$ cat config.mk
export PLATFORM = sky130hd
export DESIGN_NAME = serial_frame_tx_flat
export DESIGN_NICKNAME = d
export VERILOG_FILES = /design/src/rtl/serial_frame_tx_if.sv /design/src/rtl/serial_frame_tx.sv /design/src/flat_wrapper.sv
export SDC_FILE = /design/constraint.sdc
export NUM_CORES = 1
export LEC_CHECK = 0
export BUFFER_PORTS_ARGS = -buffer_cell sky130_fd_sc_hd__buf_2
export CORE_UTILIZATION = 25
export CTS_BUF_LIST = sky130_fd_sc_hd__clkbuf_8
export DETAILED_ROUTE_END_ITERATION = 16
export GPL_ROUTABILITY_DRIVEN = 0
export PLACE_DENSITY = 0.47
export SLEW_MARGIN = 20
export SYNTH_ARGS = -nofsm -noshare
export SYNTH_HDL_FRONTEND = slang
export SYNTH_SLANG_ARGS = --single-unit
$ cat constraint.sdc
create_clock -name clk_i -period 3.33 [get_ports clk_i]
set_input_delay 0.1665 -clock clk_i [delete_from_list [all_inputs] [get_ports clk_i]]
set_output_delay 0.1665 -clock clk_i [all_outputs]
set_load 0.1 [all_outputs]
$ cat src/rtl/serial_frame_tx_if.sv
// serial_frame_tx_if: handshake and line signals of the serial frame transmitter.
//   data  : parallel word offered to the transmitter
//   valid : data is valid this cycle
//   ready : transmitter can accept a word this cycle
//   tx    : serial line, idles high
//   busy  : a frame is in progress
//   done  : one-cycle pulse when a frame completes
// master = word source, slave = transmitter.
interface serial_frame_tx_if #(
  parameter int DATA_WIDTH = 8
);
  logic [DATA_WIDTH-1:0] data;
  logic                  valid;
  logic                  ready;
  logic                  tx;
  logic                  busy;
  logic                  done;

  modport master (output data, valid, input ready, tx, busy, done);
  modport slave  (input data, valid, output ready, tx, busy, done);
endinterface

$ cat src/rtl/serial_frame_tx.sv
// serial_frame_tx: parallel-in, serial-out frame transmitter.
// Frame = start(0), DATA_WIDTH data bits LSB first, optional parity, stop(1).
// Each bit is held for CLKS_PER_BIT clocks. All outputs are flip-flops.
// Ports:
//   clk_i   : system clock, rising edge
//   rst_n_i : asynchronous active-low reset
//   bus     : serial_frame_tx_if slave (data/valid in; ready/tx/busy/done out)
//
// state  | meaning
// IDLE   | line high, ready for a word
// START  | start bit (0)
// DATA   | data bits, LSB first
// PARITY | parity bit (only when PARITY_EN = 1)
// STOP   | stop bit (1); next cycle is IDLE with done pulse
module serial_frame_tx #(
  parameter int DATA_WIDTH   = 8,
  parameter int CLKS_PER_BIT = 4,
  parameter int PARITY_EN    = 1,
  parameter int PARITY_ODD   = 0
) (
  input  logic                  clk_i,
  input  logic                  rst_n_i,
  serial_frame_tx_if.slave      bus
);

  localparam int CW = (CLKS_PER_BIT > 1) ? $clog2(CLKS_PER_BIT) : 1;
  localparam int BW = (DATA_WIDTH > 1) ? $clog2(DATA_WIDTH) : 1;
  localparam logic [CW-1:0] CNT_LAST = CW'(CLKS_PER_BIT - 1);
  localparam logic [BW-1:0] BIT_LAST = BW'(DATA_WIDTH - 1);

  typedef enum logic [2:0] {
    IDLE   = 3'd0,
    START  = 3'd1,
    DATA   = 3'd2,
    PARITY = 3'd3,
    STOP   = 3'd4
  } state_t;

  state_t                state_q;
  logic [CW-1:0]         cnt_q;
  logic [BW-1:0]         bit_q;
  logic [DATA_WIDTH-1:0] shreg_q;
  logic [DATA_WIDTH-1:0] shreg_d;
  logic                  par_q;
  logic                  tx_q;
  logic                  busy_q;
  logic                  ready_q;
  logic                  done_q;
  logic                  cnt_last;

  assign cnt_last = (cnt_q == CNT_LAST);
  // Shifted word; its bit 0 is the next data bit to drive.
  assign shreg_d  = shreg_q >> 1;

  always_ff @(posedge clk_i or negedge rst_n_i) begin
    if (!rst_n_i) begin
      state_q <= IDLE;
      cnt_q   <= '0;
      bit_q   <= '0;
      shreg_q <= '0;
      par_q   <= 1'b0;
      tx_q    <= 1'b1;
      busy_q  <= 1'b0;
      ready_q <= 1'b1;
      done_q  <= 1'b0;
    end else begin
      done_q <= 1'b0;
      if (state_q != IDLE) begin
        cnt_q <= cnt_last ? '0 : cnt_q + 1'b1;
      end
      case (state_q)
        IDLE: begin
          if (bus.valid && ready_q) begin
            shreg_q <= bus.data;
            par_q   <= (^bus.data) ^ (PARITY_ODD != 0);
            cnt_q   <= '0;
            bit_q   <= '0;
            state_q <= START;
            tx_q    <= 1'b0;
            busy_q  <= 1'b1;
            ready_q <= 1'b0;
          end
        end
        START: begin
          if (cnt_last) begin
            state_q <= DATA;
            tx_q    <= shreg_q[0];
          end
        end
        DATA: begin
          if (cnt_last) begin
            if (bit_q == BIT_LAST) begin
              if (PARITY_EN != 0) begin
                state_q <= PARITY;
                tx_q    <= par_q;
              end else begin
                state_q <= STOP;
                tx_q    <= 1'b1;
              end
            end else begin
              bit_q   <= bit_q + 1'b1;
              shreg_q <= shreg_d;
              tx_q    <= shreg_d[0];
            end
          end
        end
        PARITY: begin
          if (cnt_last) begin
            state_q <= STOP;
            tx_q    <= 1'b1;
          end
        end
        STOP: begin
          if (cnt_last) begin
            state_q <= IDLE;
            tx_q    <= 1'b1;
            busy_q  <= 1'b0;
            ready_q <= 1'b1;
            done_q  <= 1'b1;
          end
        end
        default: begin
          state_q <= IDLE;
          tx_q    <= 1'b1;
          busy_q  <= 1'b0;
          ready_q <= 1'b1;
        end
      endcase
    end
  end

  assign bus.tx    = tx_q;
  assign bus.busy  = busy_q;
  assign bus.ready = ready_q;
  assign bus.done  = done_q;

endmodule

$ cat src/flat_wrapper.sv
// flat-port wrapper written by rule: the top's interface ports become plain ports
module serial_frame_tx_flat 
#(
  parameter int DATA_WIDTH   = 8,
  parameter int CLKS_PER_BIT = 4,
  parameter int PARITY_EN    = 1,
  parameter int PARITY_ODD   = 0
)
  (clk_i, rst_n_i, bus_data, bus_valid, bus_ready, bus_tx, bus_busy, bus_done);
  serial_frame_tx_if #(.DATA_WIDTH(DATA_WIDTH)) bus_i ();
  input  logic clk_i;
  input  logic rst_n_i;
  input wire logic [$bits(bus_i.data)-1:0] bus_data;
  input wire logic [$bits(bus_i.valid)-1:0] bus_valid;
  output wire logic [$bits(bus_i.ready)-1:0] bus_ready;
  output wire logic [$bits(bus_i.tx)-1:0] bus_tx;
  output wire logic [$bits(bus_i.busy)-1:0] bus_busy;
  output wire logic [$bits(bus_i.done)-1:0] bus_done;
  assign bus_i.data = bus_data;
  assign bus_i.valid = bus_valid;
  assign bus_ready = bus_i.ready;
  assign bus_tx = bus_i.tx;
  assign bus_busy = bus_i.busy;
  assign bus_done = bus_i.done;
  serial_frame_tx #(.DATA_WIDTH(DATA_WIDTH), .CLKS_PER_BIT(CLKS_PER_BIT), .PARITY_EN(PARITY_EN), .PARITY_ODD(PARITY_ODD)) u_core (.clk_i(clk_i), .rst_n_i(rst_n_i), .bus(bus_i));
endmodule
==> results.md <==
* DRC errors left at 0
* Clock-pin slew on the worst setup and hold paths at roughly 0.08 ns
* Cells after synthesis at roughly 110
* Initial Utilization at 26.3%
* Worst-Margin Slew at 0.807 ns
* Synth warn at 0
* Minimum clock period at 2.06 ns
* Synth Register Bits at 21
* Post-Syn Area at 0.00115 mm^2
* Clock Path Buffers at 2
* Critical Path AT at 2.24 ns
* Port Buf Inserts at 14
* IO Count at 15
* Status: complete, no violations
* Core Box Area at 0.00438 mm^2
* Post-layout instance area at 0.00130 mm^2
* Worst ir drop on vdd at 0.270 mV
* Grt ovf at 0
* Layout area overhead at 12.7%
* Die Span X at 69.9 um
* Wire length of the first global-routing pass at 3910 um
* Initial detailed-routing violation count at 19
* Seq/Total Area, Yosys at between 40 and 50%
* Final setup fails at 0
* Startpoint types: flip-flop
* DP HPWL at 1590 um
* Vias per cell at 4.64
* Hold Path Class: in -> reg
* Post-synth net total at 126
* CP endpoint kind: flip-flop
* Die area at slightly below 0.005 mm^2
* CTS tree: built
* Reg area at 528 um^2
* Achievable frequency at 486 MHz
* DRT Wirelength at 2130 um
* Largest net degree at the start of global routing at 23
* Pleak at 0.599 nW
* Layout cells sized above 1 at 25.8%
* Worst Setup EP: u_core.bit_q[1]$_DFFE_PN0P_
* WL per Instance at 12.1 um
* Initial antenna violation count at 0
* Sink Count at 21
* FP Rows at 24
* Fin. Hold Viols at 0
* Multi-input gate area in the final layout at 564 um^2
* Syn avg cell area at about 10 um^2
* Critical Path Fanout Max at 22
* Unrepaired setup endpoints after global routing: no
* Root Driver: clkbuf_8
* RR Endpoint: u_core.bit_q[1]$_DFFE_PN0P_
* Number of max-cap violations at 0
* Antenna Violating Nets Remaining at 0
* DR vias at a little over 800
* Die Span Y at 69.9 um
* Drt first pass iters at 5
* Antenna diodes at 0
* Fillers at 468
* R2R depth at 4
* Commonest cells after routing, fill and taps aside: nand2_1, dfrtp_1, buf_2
* Final nets at between 100 and 150
* Reg-to-reg startpoint: u_core.state_q[1]$_DFFE_PN0P_
* Clock Skew at 0.00388 ns
* Worst Path Required at 3.52 ns
* Crit path kind: reg -> reg
* Total CTS buffers at 3
* Synth cell types at 31
* GR Util All Layers at between 10% and 20%
* Final Max Tran Viols at 0
* Reg2Reg Setup Slack at 1.27 ns
* Pwr/cell area at about 850 mW/mm^2
* Tcrit/Tclk final at 61.7%
* Skew-Pair Late Insertion Delay at approximately 0.26 ns
* Relative slew slack at between 40% and 50%
* CP Launch Point: u_core.state_q[1]$_DFFE_PN0P_
* Post-Route Setup TNS at 0 ns
* Commonest non-fill, non-tap cell in the layout: nand2_1
* CTS H-Tree Depth at 1
* Vias in the first global route at 805
* Placed Area at approximately 0.0012 mm^2
==> through the flow <==
step | instances | utilization [%] | power [mW] | setup slack [ns] | hold slack (ns)
final | 176 | 29.6 | 1.11 | 1.27 | 0.187
after global routing | 176 | 29.6 | 1.22 | 1.04 | 0.183
after CTS | 176 | 29.6 | 1.13 | 1.22 | 0.187
after detailed placement | 171 | 28.3 | 0.953 | 1.23 | 0.160
after global placement | 171 | 28.3 | 0.937 | 1.28 | 0.154
after floorplan | 111 | - | 0.878 | 1.57 | -0.129
==> cells in the mapped netlist <==
master | n | area share, %
nor3_2 | 1 | 0.87
o21ai_1 | 2 | 0.87
nor3_1 | 1 | 0.43
nand3b_4 | 1 | 1.7
o211ai_1 | 1 | 0.65
a211o_1 | 1 | 0.76
nor2_1 | 4 | 1.3
a21oi_1 | 1 | 0.43
ha_1 | 4 | 4.3
nand4_1 | 1 | 0.54
a41oi_1 | 1 | 0.76
dfstp_2 | 2 | 4.6
o21ai_0 | 5 | 2.2
buf_4 | 1 | 0.65
o21ai_2 | 9 | 6.8
o22ai_1 | 1 | 0.54
a31oi_1 | 1 | 0.54
o31ai_1 | 2 | 1.3
dfrtp_1 | 19 | 41
mux2_4 | 1 | 1.3
inv_1 | 4 | 1.3
buf_6 | 2 | 2.0
nand3_1 | 3 | 1.3
nand2b_1 | 1 | 0.54
xnor2_1 | 8 | 6.1
buf_2 | 3 | 1.3
nand2_1 | 20 | 6.5
nand3b_1 | 1 | 0.65
o311ai_0 | 1 | 0.76
o2bb2ai_1 | 1 | 0.76
mux2i_1 | 8 | 6.9
==> worst max-delay path, cell delays in order (launching register included) <==
cell      delay [ns]
dfrtp_1         0.81
nand3b_4        0.27
a211o_1         0.65
nand2_1         0.15
o21ai_2         0.08
==> routing by layer <==
metal / track usage (%) / vias up / routed length (um)
met5: 0 / - / 0
met4: 2.00 / 0 / 11
met3: 3.46 / 2 / 101
met2: 15.0 / 25 / 925
met1: 14.6 / 377 / 1090
li1: - / 413 / -
==> cells by family after synthesis <==
group	Yosys count	synth area share [%]
simple gates	33	13.9
xor+xnor	8	6.08
compound gates	26	16.4
fa+ha+maj	4	4.34
mux	9	8.25
buf+inv	10	5.21
flops	21	45.8
==> report_power, final <==
group          switching (mW)  internal (mW)  leakage [nW]
sequential              0.110          0.362         0.258
combinational           0.277          0.191         0.316
clock                  0.0846         0.0833        0.0255
total                   0.472          0.636         0.599
==> state kept, by name (all words and copies together) (netlist names) <==
name	count
u_core.bus.ready	1
u_core.cnt_q	2
u_core.bus.tx	1
u_core.par_q	1
u_core.bit_q	3
u_core.shreg_q	8
u_core.bus.done	1
u_core.bus.busy	1
u_core.state_q	3
==> final cells by class <==
cell class,count,area share [%]
multi-input combinational,80,43.4
sequential,21,40.7
timing repair buffer,15,6.17
tap,52,5.01
clock buffer,3,3.18
inverter,4,1.16
clock inverter,1,0.385
==> worst min path at each step <==
| stage | from | slack, ns | endpoint | cells after the start |
|---|---|---|---|---|
| 3_5_place_dp | rst_n_i | 0.16 | u_core.bus.busy$_DFFE_PN0P_ | 1 |
| 5_1_grt | bus_data[7] | 0.18 | u_core.shreg_q[7]$_DFFE_PN0P_ | 3 |
| 2_1_floorplan | rst_n_i | -0.13 | u_core.bit_q[0]$_DFFE_PN0P_ | 0 |
| 4_1_cts | bus_data[7] | 0.19 | u_core.shreg_q[7]$_DFFE_PN0P_ | 3 |
| 3_3_place_gp | rst_n_i | 0.15 | u_core.bus.done$_DFF_PN0_ | 1 |
| 6_report | bus_data[7] | 0.19 | u_core.shreg_q[7]$_DFFE_PN0P_ | 3 |
==> timing repair <==
action / 4_1_cts / 5_1_grt
endpoints found under the hold margin: 19 / 0
resized for setup: 0 / 0
hold buffers: 1 / 0
setup buffers: 0 / 0
Power figures use the tool's default switching activity.
